## src/rtl/ex_div_pkg.sv

```systemverilog
// Shared types and codes for the execute stage with iterative divider.
// Holds bus widths, aluop/alusel encodings, divider state encoding and
// a small helper that classifies divide opcodes.
package ex_div_pkg;

    localparam int unsigned DATA_W     = 32;
    localparam int unsigned DIV_CYCLES = DATA_W;
    localparam int unsigned CNT_W      = $clog2(DIV_CYCLES);
    localparam int unsigned REG_ADDR_W = 5;
    localparam int unsigned ALUOP_W    = 8;
    localparam int unsigned ALUSEL_W   = 3;

    typedef logic [DATA_W-1:0]     reg_bus_t;
    typedef logic [ALUOP_W-1:0]    alu_op_t;
    typedef logic [ALUSEL_W-1:0]   alu_sel_t;
    typedef logic [REG_ADDR_W-1:0] reg_addr_t;

    localparam logic     RST_ENABLE = 1'b1;
    localparam reg_bus_t ZERO_WORD  = '0;

    // aluop codes
    localparam alu_op_t EXE_NOP_OP  = 8'b0000_0000;
    localparam alu_op_t EXE_AND_OP  = 8'b0010_0100;
    localparam alu_op_t EXE_OR_OP   = 8'b0010_0101;
    localparam alu_op_t EXE_XOR_OP  = 8'b0010_0110;
    localparam alu_op_t EXE_NOR_OP  = 8'b0010_0111;
    localparam alu_op_t EXE_SLL_OP  = 8'b0111_1100;
    localparam alu_op_t EXE_SRL_OP  = 8'b0000_0010;
    localparam alu_op_t EXE_SRA_OP  = 8'b0000_0011;
    localparam alu_op_t EXE_ADD_OP  = 8'b0010_0000;
    localparam alu_op_t EXE_ADDU_OP = 8'b0010_0001;
    localparam alu_op_t EXE_SUB_OP  = 8'b0010_0010;
    localparam alu_op_t EXE_SUBU_OP = 8'b0010_0011;
    localparam alu_op_t EXE_SLT_OP  = 8'b0010_1010;
    localparam alu_op_t EXE_SLTU_OP = 8'b0010_1011;
    localparam alu_op_t EXE_DIV_OP  = 8'b0001_1010;
    localparam alu_op_t EXE_DIVU_OP = 8'b0001_1011;

    // alusel result classes
    localparam alu_sel_t EXE_RES_NOP   = 3'b000;
    localparam alu_sel_t EXE_RES_LOGIC = 3'b001;
    localparam alu_sel_t EXE_RES_SHIFT = 3'b010;
    localparam alu_sel_t EXE_RES_ARITH = 3'b100;

    typedef enum logic [1:0] {
        DIV_FREE = 2'b00,
        DIV_ON   = 2'b01,
        DIV_END  = 2'b10
    } div_state_e;

    function automatic logic is_div_op(input alu_op_t op);
        return (op == EXE_DIV_OP) || (op == EXE_DIVU_OP);
    endfunction

endpackage

```

## src/rtl/ex_div_if.sv

```systemverilog
// id/ex -> ex -> ex/mem signal bundle for the execute stage.
// master: decode/pipeline-control side (drives operation, reads results).
// slave : execute stage (reads operation, drives writeback/HI-LO/stall).
interface ex_div_if;
    import ex_div_pkg::*;

    alu_op_t   aluop_i;
    alu_sel_t  alusel_i;
    reg_bus_t  reg1_i;
    reg_bus_t  reg2_i;
    reg_addr_t wd_i;
    logic      wreg_i;
    logic      annul_i;

    reg_addr_t wd_o;
    logic      wreg_o;
    reg_bus_t  wdata_o;
    logic      whilo_o;
    reg_bus_t  hi_o;
    reg_bus_t  lo_o;
    logic      stallreq_o;

    modport master (
        output aluop_i, alusel_i, reg1_i, reg2_i, wd_i, wreg_i, annul_i,
        input  wd_o, wreg_o, wdata_o, whilo_o, hi_o, lo_o, stallreq_o
    );

    modport slave (
        input  aluop_i, alusel_i, reg1_i, reg2_i, wd_i, wreg_i, annul_i,
        output wd_o, wreg_o, wdata_o, whilo_o, hi_o, lo_o, stallreq_o
    );

endinterface

```

## src/rtl/ex_div_div.sv

```systemverilog
// Iterative radix-2 restoring divider, one quotient bit per cycle.
// Ports: clk, rst (sync, active-high); signed_div selects DIV vs DIVU;
// opdata1 dividend, opdata2 divisor; start requests a divide while idle;
// annul aborts back to idle. result = {remainder, quotient}, valid while
// ready is high (one cycle, the END state).
module ex_div_div
    import ex_div_pkg::*;
(
    input  logic        clk,
    input  logic        rst,
    input  logic        signed_div,
    input  reg_bus_t    opdata1,
    input  reg_bus_t    opdata2,
    input  logic        start,
    input  logic        annul,
    output logic [2*DATA_W-1:0] result,
    output logic        ready
);

    div_state_e       state_q, state_d;
    reg_bus_t         rem_q;
    reg_bus_t         quo_q;
    reg_bus_t         dvs_q;
    logic [CNT_W-1:0] cnt_q;
    logic             neg_q_q;
    logic             neg_r_q;

    logic             last_iter;
    logic             div_zero;
    logic [DATA_W:0]  rem_shift;
    logic [DATA_W:0]  diff;
    reg_bus_t         rem_nx;
    reg_bus_t         quo_nx;
    reg_bus_t         q_fix;
    reg_bus_t         r_fix;
    reg_bus_t         abs1;
    reg_bus_t         abs2;

    assign last_iter = (cnt_q == CNT_W'(DIV_CYCLES - 1));
    assign div_zero  = (opdata2 == ZERO_WORD);

    // State register
    always_ff @(posedge clk) begin
        if (rst == RST_ENABLE) state_q <= DIV_FREE;
        else                   state_q <= state_d;
    end

    // Next-state logic
    always_comb begin
        state_d = state_q;
        case (state_q)
            DIV_FREE: begin
                if (start && !annul) state_d = div_zero ? DIV_END : DIV_ON;
            end
            DIV_ON: begin
                if (annul)          state_d = DIV_FREE;
                else if (last_iter) state_d = DIV_END;
            end
            DIV_END:  state_d = DIV_FREE;
            default:  state_d = DIV_FREE;
        endcase
    end

    // One restoring step plus sign correction of the step's outcome
    always_comb begin
        rem_shift = {rem_q, quo_q[DATA_W-1]};
        diff      = rem_shift - {1'b0, dvs_q};
        // Borrow out means the trial subtraction failed: keep the shifted remainder
        if (!diff[DATA_W]) begin
            rem_nx = diff[DATA_W-1:0];
            quo_nx = {quo_q[DATA_W-2:0], 1'b1};
        end else begin
            rem_nx = rem_shift[DATA_W-1:0];
            quo_nx = {quo_q[DATA_W-2:0], 1'b0};
        end
        q_fix = neg_q_q ? (~quo_nx + DATA_W'(1)) : quo_nx;
        r_fix = neg_r_q ? (~rem_nx + DATA_W'(1)) : rem_nx;
        abs1  = (signed_div && opdata1[DATA_W-1]) ? (~opdata1 + DATA_W'(1)) : opdata1;
        abs2  = (signed_div && opdata2[DATA_W-1]) ? (~opdata2 + DATA_W'(1)) : opdata2;
    end

    // Operand latch, iteration and result capture
    always_ff @(posedge clk) begin
        if (rst == RST_ENABLE) begin
            rem_q   <= '0;
            quo_q   <= '0;
            dvs_q   <= '0;
            cnt_q   <= '0;
            neg_q_q <= 1'b0;
            neg_r_q <= 1'b0;
            result  <= '0;
            ready   <= 1'b0;
        end else begin
            ready <= (state_d == DIV_END);
            case (state_q)
                DIV_FREE: begin
                    cnt_q <= '0;
                    if (start && !annul) begin
                        if (div_zero) begin
                            result <= '0;
                        end else begin
                            rem_q   <= '0;
                            quo_q   <= abs1;
                            dvs_q   <= abs2;
                            neg_q_q <= signed_div && (opdata1[DATA_W-1] ^ opdata2[DATA_W-1]);
                            neg_r_q <= signed_div && opdata1[DATA_W-1];
                        end
                    end
                end
                DIV_ON: begin
                    if (!annul) begin
                        rem_q <= rem_nx;
                        quo_q <= quo_nx;
                        cnt_q <= cnt_q + CNT_W'(1);
                        if (last_iter) result <= {r_fix, q_fix};
                    end
                end
                default: cnt_q <= '0;
            endcase
        end
    end

endmodule

```

## src/rtl/ex_div.sv

```systemverilog
// Execute stage: combinational logic/shift/arith ALU with ADD/SUB overflow
// write suppression, plus an iterative divider for DIV/DIVU that raises a
// stall until the quotient is ready.
// Ports: clk, rst (sync, active-high); bus (ex_div_if.slave) carries the
// id/ex operation and operands in, and the GPR writeback triple, HI/LO
// write and stall request out. All outputs are forced to 0 while in reset.
module ex_div
    import ex_div_pkg::*;
(
    input  logic    clk,
    input  logic    rst,
    ex_div_if.slave bus
);

    reg_bus_t             logic_res;
    reg_bus_t             shift_res;
    reg_bus_t             arith_res;
    reg_bus_t             reg2_mux;
    reg_bus_t             sum;
    logic [4:0]           shamt;
    logic                 is_sub;
    logic                 ovf;
    logic                 div_op;
    logic                 signed_div;
    logic                 div_ready;
    logic [2*DATA_W-1:0]  div_result;
    logic                 whilo;

    assign div_op     = is_div_op(bus.aluop_i);
    assign signed_div = (bus.aluop_i == EXE_DIV_OP);

    ex_div_div u_div (
        .clk        (clk),
        .rst        (rst),
        .signed_div (signed_div),
        .opdata1    (bus.reg1_i),
        .opdata2    (bus.reg2_i),
        .start      (div_op),
        .annul      (bus.annul_i),
        .result     (div_result),
        .ready      (div_ready)
    );

    // Single-cycle ALU result classes
    always_comb begin
        shamt     = bus.reg1_i[4:0];
        is_sub    = (bus.aluop_i == EXE_SUB_OP)  || (bus.aluop_i == EXE_SUBU_OP) ||
                    (bus.aluop_i == EXE_SLT_OP)  || (bus.aluop_i == EXE_SLTU_OP);
        reg2_mux  = is_sub ? (~bus.reg2_i + DATA_W'(1)) : bus.reg2_i;
        sum       = bus.reg1_i + reg2_mux;
        // Signed overflow: same-sign addends producing an opposite-sign sum
        ovf       = ((bus.aluop_i == EXE_ADD_OP) || (bus.aluop_i == EXE_SUB_OP)) &&
                    (bus.reg1_i[DATA_W-1] == reg2_mux[DATA_W-1]) &&
                    (sum[DATA_W-1] != bus.reg1_i[DATA_W-1]);

        logic_res = ZERO_WORD;
        case (bus.aluop_i)
            EXE_OR_OP:  logic_res = bus.reg1_i | bus.reg2_i;
            EXE_AND_OP: logic_res = bus.reg1_i & bus.reg2_i;
            EXE_XOR_OP: logic_res = bus.reg1_i ^ bus.reg2_i;
            EXE_NOR_OP: logic_res = ~(bus.reg1_i | bus.reg2_i);
            default:    logic_res = ZERO_WORD;
        endcase

        shift_res = ZERO_WORD;
        case (bus.aluop_i)
            EXE_SLL_OP: shift_res = bus.reg2_i << shamt;
            EXE_SRL_OP: shift_res = bus.reg2_i >> shamt;
            EXE_SRA_OP: shift_res = reg_bus_t'($signed(bus.reg2_i) >>> shamt);
            default:    shift_res = ZERO_WORD;
        endcase

        arith_res = ZERO_WORD;
        case (bus.aluop_i)
            EXE_ADD_OP, EXE_ADDU_OP,
            EXE_SUB_OP, EXE_SUBU_OP: arith_res = sum;
            EXE_SLT_OP:  arith_res = DATA_W'($signed(bus.reg1_i) < $signed(bus.reg2_i));
            EXE_SLTU_OP: arith_res = DATA_W'(bus.reg1_i < bus.reg2_i);
            default:     arith_res = ZERO_WORD;
        endcase
    end

    // Output mux, stall and HI/LO glue; everything zero while in reset
    always_comb begin
        bus.wd_o       = '0;
        bus.wreg_o     = 1'b0;
        bus.wdata_o    = ZERO_WORD;
        bus.whilo_o    = 1'b0;
        bus.hi_o       = ZERO_WORD;
        bus.lo_o       = ZERO_WORD;
        bus.stallreq_o = 1'b0;
        whilo          = 1'b0;
        if (rst != RST_ENABLE) begin
            bus.wd_o   = bus.wd_i;
            bus.wreg_o = bus.wreg_i && !ovf;
            case (bus.alusel_i)
                EXE_RES_LOGIC: bus.wdata_o = logic_res;
                EXE_RES_SHIFT: bus.wdata_o = shift_res;
                EXE_RES_ARITH: bus.wdata_o = arith_res;
                default:       bus.wdata_o = ZERO_WORD;
            endcase
            // div_ready is high exactly in the END state
            bus.stallreq_o = div_op && !div_ready;
            whilo          = div_op && div_ready && !bus.annul_i;
            bus.whilo_o    = whilo;
            if (whilo) begin
                bus.hi_o = div_result[2*DATA_W-1:DATA_W];
                bus.lo_o = div_result[DATA_W-1:0];
            end
        end
    end

endmodule
```

## src/flat_wrapper.sv

```systemverilog
// flat-port wrapper written by rule: the top's interface ports become plain ports
module ex_div_flat import ex_div_pkg::*;
  (clk, rst, bus_aluop_i, bus_alusel_i, bus_reg1_i, bus_reg2_i, bus_wd_i, bus_wreg_i, bus_annul_i, bus_wd_o, bus_wreg_o, bus_wdata_o, bus_whilo_o, bus_hi_o, bus_lo_o, bus_stallreq_o);
  ex_div_if bus_i ();
  input  logic clk;
  input  logic rst;
  input wire logic [$bits(bus_i.aluop_i)-1:0] bus_aluop_i;
  input wire logic [$bits(bus_i.alusel_i)-1:0] bus_alusel_i;
  input wire logic [$bits(bus_i.reg1_i)-1:0] bus_reg1_i;
  input wire logic [$bits(bus_i.reg2_i)-1:0] bus_reg2_i;
  input wire logic [$bits(bus_i.wd_i)-1:0] bus_wd_i;
  input wire logic [$bits(bus_i.wreg_i)-1:0] bus_wreg_i;
  input wire logic [$bits(bus_i.annul_i)-1:0] bus_annul_i;
  output wire logic [$bits(bus_i.wd_o)-1:0] bus_wd_o;
  output wire logic [$bits(bus_i.wreg_o)-1:0] bus_wreg_o;
  output wire logic [$bits(bus_i.wdata_o)-1:0] bus_wdata_o;
  output wire logic [$bits(bus_i.whilo_o)-1:0] bus_whilo_o;
  output wire logic [$bits(bus_i.hi_o)-1:0] bus_hi_o;
  output wire logic [$bits(bus_i.lo_o)-1:0] bus_lo_o;
  output wire logic [$bits(bus_i.stallreq_o)-1:0] bus_stallreq_o;
  assign bus_i.aluop_i = bus_aluop_i;
  assign bus_i.alusel_i = bus_alusel_i;
  assign bus_i.reg1_i = bus_reg1_i;
  assign bus_i.reg2_i = bus_reg2_i;
  assign bus_i.wd_i = bus_wd_i;
  assign bus_i.wreg_i = bus_wreg_i;
  assign bus_i.annul_i = bus_annul_i;
  assign bus_wd_o = bus_i.wd_o;
  assign bus_wreg_o = bus_i.wreg_o;
  assign bus_wdata_o = bus_i.wdata_o;
  assign bus_whilo_o = bus_i.whilo_o;
  assign bus_hi_o = bus_i.hi_o;
  assign bus_lo_o = bus_i.lo_o;
  assign bus_stallreq_o = bus_i.stallreq_o;
  ex_div u_core (.clk(clk), .rst(rst), .bus(bus_i));
endmodule
```

## config.mk

```make
export PLATFORM = sky130hd
export DESIGN_NAME = ex_div_flat
export DESIGN_NICKNAME = d
export VERILOG_FILES = /design/src/rtl/ex_div_pkg.sv /design/src/rtl/ex_div_if.sv /design/src/rtl/ex_div_div.sv /design/src/rtl/ex_div.sv /design/src/flat_wrapper.sv
export SDC_FILE = /design/constraint.sdc
export NUM_CORES = 1
export LEC_CHECK = 0
export BUFFER_PORTS_ARGS = -buffer_cell sky130_fd_sc_hd__buf_2
export CORE_MARGIN = 8
export CORE_UTILIZATION = 56
export DETAILED_ROUTE_END_ITERATION = 8
export HOLD_SLACK_MARGIN = 0.12
export MAX_ROUTING_LAYER = met4
export PLACE_DENSITY = 0.8
export SLEW_MARGIN = 40
export SYNTH_ARGS = -nofsm -noshare
export SYNTH_HDL_FRONTEND = slang
export SYNTH_SLANG_ARGS = --single-unit
```

## constraint.sdc

```tcl
create_clock -name clk -period 5.51 [get_ports clk]
set_input_delay 0.2755 -clock clk [delete_from_list [all_inputs] [get_ports clk]]
set_output_delay 0.2755 -clock clk [all_outputs]
set_load 0.01 [all_outputs]
```

### Word level (Yosys, flattened, before mapping)

Index checks and enable logic that the tools add are counted.

* register bits after elaboration: 170
* bits in latches: 0
* memory bits (writable): 0
* bits in read-only memories: 0
* output and inout port bits: 104
* word-level logic and storage cells: 124
* memories kept: 0

* add/sub/neg operators: 7
* $mul: 0
* divide/modulo/power cells: 0
* $lt $le $gt $ge: 2
* equal/unequal tests: 28
* shifts and indexed selects: 3
* muxes and demuxes: 38
* bitwise gates (word level): 11
* reduce and logical (&&, ||, !) cells: 26

Operator list (count)
* 2-to-1 mux 32 bit: 17
* one-hot mux 32 bit (3 select lines): 3
* 2-to-1 mux 64 bit: 4
* NOT 32 bit: 5
* adder 32 x 1 -> 32 bit (second input constant): 4
* one-hot mux 32 bit (2 select lines): 2
* one-hot mux 32 bit (4 select lines): 1
* one-hot mux 64 bit (2 select lines): 1
* == test 8 x 6 -> 1 bit (second input constant): 10
* < comparator 32 bit: 2
* subtractor 33 x 32 -> 33 bit: 1
* adder 32 bit: 1
* bitwise AND 32 bit: 1
* logical NOT 32 bit: 1
* bitwise OR 32 bit: 1
* << shifter 32 x 5 -> 32 bit: 1
* >> shifter 32 x 5 -> 32 bit: 1
* >>> shifter 32 x 5 -> 32 bit: 1
* XOR 32 bit: 1
* == test 8 x 2 -> 1 bit (second input constant): 2
* == test 8 x 5 -> 1 bit (second input constant): 2
* logical AND 1 bit: 10
* != test 2 bit (second input constant): 5
* == test 8 x 7 -> 1 bit (second input constant): 1
* other kinds (24): 37

### Depth between registers and ports, before layout

* depth after elaboration: 11
* mapped depth: 29

### Modules after synthesis

From an unflattened synthesis, not the netlist that was laid out.

* cell total of the unflattened synthesis: 2882
* area total of the unflattened synthesis: 21375.5 um^2

Modules (own cells, without submodules)
* ex_div_div: times used 1, cells an instance 1549, area an instance 11476.0 um^2, seq. area each 3403.3 um^2
* ex_div: times used 1, cells an instance 1333, area an instance 9899.5 um^2, seq. area each 0.0 um^2

### Worst setup path after synthesis

Ideal clock, no wire load.

* kind: reg2reg
* start: register u_core.u_div.quo_q[31]
* end: register u_core.u_div.result[62]
* setup time: 0.126 ns
* arrival time: 5.691 ns
* data required time: 5.384 ns
* path slack: -0.306 ns
* stages on the path, launching flop included: 25
* path buffers: 3
* clock period less this slack: 5.816 ns
* cells stage by stage: dfxtp_1 -> inv_1 -> ha_1 -> inv_1 -> fa_1 -> a211o_1 -> a211o_1 -> nand3_1 -> a21o_1 -> a21oi_2 -> o21a_1 -> nor3_2 -> buf_2 -> buf_4 -> buf_2 -> mux2i_1 -> ha_1 -> nand2_1 -> or4b_1 -> a2111oi_2 -> nor4_2 -> or4b_1 -> o31ai_1 -> xor2_1 -> o21ai_1

* longest elaborated chain between the ends: 8

RTL lines
* start: declaration: RTL line ex_div_div.sv:22 `reg_bus_t quo_q;`
* start signal: assignment: RTL line ex_div_div.sv:103 `quo_q <= abs1;`
* start signal: assignment: RTL line ex_div_div.sv:113 `quo_q <= quo_nx;`
* subtractor 33 x 32 -> 33 bit: RTL line ex_div_div.sv:67 `diff = rem_shift - {1'b0, dvs_q};`
* 2-to-1 mux 32 bit *: RTL line ex_div_div.sv:69 `if (!diff[DATA_W]) begin`
* NOT 32 bit: RTL line ex_div_div.sv:77 `r_fix = neg_r_q ? (~rem_nx + DATA_W'(1)) : rem_nx;`
* adder 32 x 1 -> 32 bit: RTL line ex_div_div.sv:77
* 2-to-1 mux 32 bit *: RTL line ex_div_div.sv:77
* 2-to-1 mux 64 bit *: RTL line ex_div_div.sv:115 `if (last_iter) result <= {r_fix, q_fix};`
* 2-to-1 mux 64 bit *: RTL line ex_div_div.sv:111 `if (!annul) begin`
* one-hot mux 64 bit (2 select lines) *: RTL line ex_div_div.sv:95 `case (state_q)`
* end signal: assignment: RTL line ex_div_div.sv:115
* end: declaration: RTL line ex_div_div.sv:16 `output logic [2*DATA_W-1:0] result,`

Mark *: on every way between the ends. The rest lies on a longest branch, timed or not. The select of a mux whose other input is x is not followed.
A chain may end at the register's enable or synchronous reset.

### Worst setup path in the final report

* start: input bus_reg2_i[3]
* end: output bus_wdata_o[29]

* longest elaborated chain between the ends: 7
* elaborated cells on any way between the ends: 11
* those cells by class: add/sub (2); shift (3); mux (5); bitwise (1)

RTL lines
* start: declaration: RTL line flat_wrapper.sv:10 `input wire logic [$bits(bus_i.reg2_i)-1:0] bus_reg2_i;`
* NOT 32 bit: RTL line ex_div.sv:49 `reg2_mux = is_sub ? (~bus.reg2_i + DATA_W'(1)) : bus.reg2_i;`
* adder 32 x 1 -> 32 bit: RTL line ex_div.sv:49
* 2-to-1 mux 32 bit: RTL line ex_div.sv:49
* adder 32 bit: RTL line ex_div.sv:50 `sum = bus.reg1_i + reg2_mux;`
* one-hot mux 32 bit (3 select lines): RTL line ex_div.sv:74 `case (bus.aluop_i)`
* one-hot mux 32 bit (3 select lines) *: RTL line ex_div.sv:96 `case (bus.alusel_i)`
* 2-to-1 mux 32 bit *: RTL line ex_div.sv:93 `if (rst != RST_ENABLE) begin`
* end: declaration: RTL line flat_wrapper.sv:16 `output wire logic [$bits(bus_i.wdata_o)-1:0] bus_wdata_o;`

Mark *: on every way between the ends. The rest lies on a longest branch, timed or not.

==> impl_summary.log <==
[metrics] number of unique standard cell types used by synthesis: 89
[metrics] total vias in the final route: 22682
[metrics] setup repair after global routing missed its margin: false
[metrics] wire length per cell after detailed routing: 24.0 µm
[metrics] maximum clock frequency: 191 MHz
[metrics] post-synthesis sequential element count: 170
[metrics] max capacitance violation total: 0
[metrics] final number of max-transition violations: 0
[metrics] fin util: 62.3%
[metrics] total CTS buffers: 17
[metrics] die height: 207 µm
[metrics] R2R Path Start: u_core.u_div.quo_q[31]$_SDFFE_PP0P_
[metrics] worst rel slew slack: 33.4%
[metrics] final worst slack: 0.277 ns
[metrics] destination of the critical timing path: bus_wdata_o[29]
[metrics] arrival time of data at the critical path endpoint: 4.96 ns
[metrics] CTS Hold Bufs: 0
[metrics] ports placed on the boundary: 188
[metrics] starting density of the core: 56.3%
[metrics] hold_ws: 0.206 ns
[metrics] area delta synth->final: 10.7%
[metrics] Setup TNS Final: 0 ns
[metrics] final-stage net count: 3257
[metrics] flop2flop setup slack: 0.28 ns
[metrics] DR iter-0 viols: 2455
[metrics] width of the die: 207 µm
[metrics] length in cells of the worst reg-to-reg path: 22
[metrics] number of remaining DRC errors: 0
[metrics] Net Count, Synth: 3162
[metrics] asr flop ratio synth: 0%
[metrics] H-Tree Level Count: 4
[metrics] mean area per synthesized cell: 7.00 µm²
[metrics] post-route non-filler standard cell count: 3486
[metrics] delay of the slowest cell on the worst path: 0.49 ns
[metrics] critical path launch point: bus_reg2_i[3]
[metrics] Die ar.: 42700 µm²
[metrics] overall routing resource usage: 39.1%
[metrics] proportion of layout cells with a drive suffix above 1: 12.1%
[metrics] placer's final routability congestion estimate: 1.05
[metrics] clock latency on the worst-skew pair: 0.44 ns
[metrics] Period Utilization, post-route: 95.0%
[metrics] most used cell along the critical path: sky130_fd_sc_hd__a21o_1
[metrics] clock tree skew after final layout: 0.00986 ns
[metrics] Power per Cell Area: 165 nW/µm²
[metrics] Pre-Repair DR Iteration Count: 8
[metrics] Worst VDD drop: 0.000218 V
[metrics] Setup WS pre-CTS: 0.152 ns
[metrics] initial antenna violation count: 5
[metrics] Root Driver: sky130_fd_sc_hd__clkbuf_16
[metrics] multi-input logic area: 15900 µm²
[metrics] final standard cell area without fillers: 22500 µm²
[metrics] Max Fanout on Critical Path: 6
[metrics] remaining global-route overflow: 0
[metrics] count of flip-flops with a built-in enable after synthesis: 0
[metrics] reported leakage power: 9.71 nW
[metrics] Avg Vias per Cell: 6.51
[metrics] sequential area share after synthesis: 16.7%
[metrics] total wire length after detailed routing: 83700 µm
[metrics] filler instances: 3370
[metrics] predominant post-synthesis flop cell: sky130_fd_sc_hd__dfxtp_1
[metrics] type of the tightest min-delay check: in2reg
[metrics] nature of the critical path startpoint: input pin
[metrics] Antenna Violating Nets Remaining: 0
[metrics] maximum number of buffers from clock root to sink: 2
[metrics] detailed placement HPWL: 65200 µm
[metrics] post-route minimum period: 5.23 ns
[metrics] largest net degree at the start of global routing: 87
[metrics] startpoint-to-endpoint class of the critical path: in2out
[metrics] clock input transition at the sequential cells of the worst setup and hold paths: 0.07 ns
[metrics] post-place instance area: 21800 µm²
[metrics] wire length of the first global-routing pass: 126000 µm
[metrics] Total Power: 3.72 mW
[metrics] vias in the first global route: 21724
[metrics] Worst Max-Slew Pin Slew: 0.995 ns
[metrics] count of warnings emitted by yosys: 0
[metrics] end of the worst register-to-register path: u_core.u_div.result[62]$_SDFFE_PP0P_
[metrics] post-synthesis instance total: 2905
[metrics] sequential cell area in the final layout: 3400 µm²
[metrics] input/output buffers: 187
[metrics] Final Hold Violating Endpoints: 0
[metrics] Final setup violation count: 0
[metrics] Cell Count Post-Placement: 3443
[metrics] Sinks on Clock Net: 170
[metrics] TritonCTS clock tree: yes
[metrics] capturing element type of the critical path: output pin
[metrics] CORE AREA: 36200 µm²
[metrics] CP cell instances: buf_2 -> nor4_4 -> nand3_1 -> or4_1 -> or3_1 -> nor3_1 -> nor2_1 -> xnor2_1 -> buf_4 -> ha_1 -> a21o_1 -> a21o_1 -> a21o_1 -> a21o_1 -> a41o_1 -> a21oi_1 -> o31ai_1 -> a21o_1 -> nand2_1 -> nor2b_1 -> nor3_1 -> a211o_1 -> buf_2
[metrics] status: finished clean
[metrics] required time of the critical path: 5.23 ns
[metrics] number of placement rows: 70
[metrics] summed instance area of the synthesized netlist: 20300 µm²
[metrics] highest-delay cell along the critical path: sky130_fd_sc_hd__or4_1
[how the worst min path moves through the flow]
stage	from	end	slack [ns]	cells after the start
after CTS	bus_reg2_i[0]	u_core.u_div.dvs_q[0]$_SDFFE_PP0P_	0.24	3
after global routing	rst	u_core.u_div.result[0]$_SDFFE_PP0P_	0.21	2
after floorplan	u_core.u_div.result[15]$_SDFFE_PP0P_	u_core.u_div.result[15]$_SDFFE_PP0P_	0.42	2
final	rst	u_core.u_div.result[0]$_SDFFE_PP0P_	0.21	2
after global placement	u_core.u_div.result[59]$_SDFFE_PP0P_	u_core.u_div.result[59]$_SDFFE_PP0P_	0.43	2
after detailed placement	u_core.u_div.result[21]$_SDFFE_PP0P_	u_core.u_div.result[21]$_SDFFE_PP0P_	0.44	2
[routing by layer]
metal  vias to the layer above  wire [µm]  share of wire (%)  GRT usage (%)
li1                      10500          -                  -              -
met1                     10645      33100                 40           45.9
met2                      1267      37500                 45           62.1
met3                       270       7470                8.9           6.91
met4                         0       5510                6.6           23.6
met5                         -          0                  0              -
[registers in the layout (all words and copies together) (netlist names)]
| signal | flops |
|---|---|
| u_core.u_div.quo_q | 32 |
| u_core.u_div.ready | 1 |
| u_core.u_div.neg_q_q | 1 |
| u_core.u_div.dvs_q | 32 |
| u_core.u_div.neg_r_q | 1 |
| u_core.u_div.rem_q | 32 |
| u_core.u_div.cnt_q | 5 |
| u_core.u_div.result | 64 |
| u_core.u_div.state_q | 2 |
[cells by family (layout without fill, tap and decap cells)]
kind of cell               after synthesis  count (layout)  share of synthesized area, %
xor gates and xnor gates               229             229                          9.86
AOI/OAI and AO/OA                      821             821                          25.7
other                                    0               5                             0
adders and majority gates              173             173                          10.7
buffers and inverters                  323             431                          6.02
muxes                                  147             147                          7.53
DFF                                    170             170                          16.7
and+or+nand+nor                       1042            1042                          23.4
[power by group]
group	internal [mW]	switching (mW)	total [mW]
clock network	0.663	0.566	1.23
logic	0.435	0.819	1.25
registers	1.23	0.00222	1.23
total	2.33	1.39	3.72
[Yosys cell counts (all sizes together), types with 17 or more instances]
cell,number,area [µm²]
nor2,356,1340
nand2,328,1230
o21ai,230,1150
a21oi,217,1090
xnor2,183,1600
ha,171,2140
dfxtp,170,3400
clkbuf,159,597
mux2i,134,1340
inv,133,499
and2,72,450
nor3,65,335
a211oi,57,428
a22oi,52,395
nand3,46,230
o211ai,46,345
xor2,46,403
buf,31,129
or3,27,184
a21o,25,188
nand4,24,150
nor4,24,156
o31ai,23,178
nand2b,22,138
a221oi,19,166
o21a,19,143
and3,17,106
nor2b,17,106
[worst max-delay path: cells and delay by family]
family,cells,cell delay (ns)
AO/OA/AOI/OAI,9,1.81
XOR/XNOR,1,0.14
adder cells (fa/ha/maj),1,0.20
buffers and inverters,3,0.46
AND/OR/NAND/NOR,9,2.06
[repair_timing]
item / 4_1_cts / 5_1_grt
endpoints found under the setup margin: 0 / 17
resized for setup: 0 / 14
buffers inserted: 0 / 5
[layout make-up]
class | instances | area share [%]
Timing Repair Buffer | 266 | 6.92
Inverter | 133 | 2.22
Clock buffer | 20 | 2.03
Clock inverter | 12 | 0.578
Sequential cell | 170 | 15.1
Antenna cell | 5 | 0.0555
Tap cell | 468 | 2.60
Multi-Input combinational cell | 2412 | 70.5
[cells in the final DEF (no fill, tap or decap), drive strengths merged, types with 25 or more instances in the layout]
master,instances
a22oi,52
nand2,328
dfxtp,170
mux2i,134
and2,72
xnor2,183
a211oi,57
or3,27
o21ai,230
xor2,46
ha,171
o211ai,46
inv,139
nand3,46
a21oi,217
nor3,65
a21o,25
buf,266
nor2,356
(Power assumes the default switching activity.)
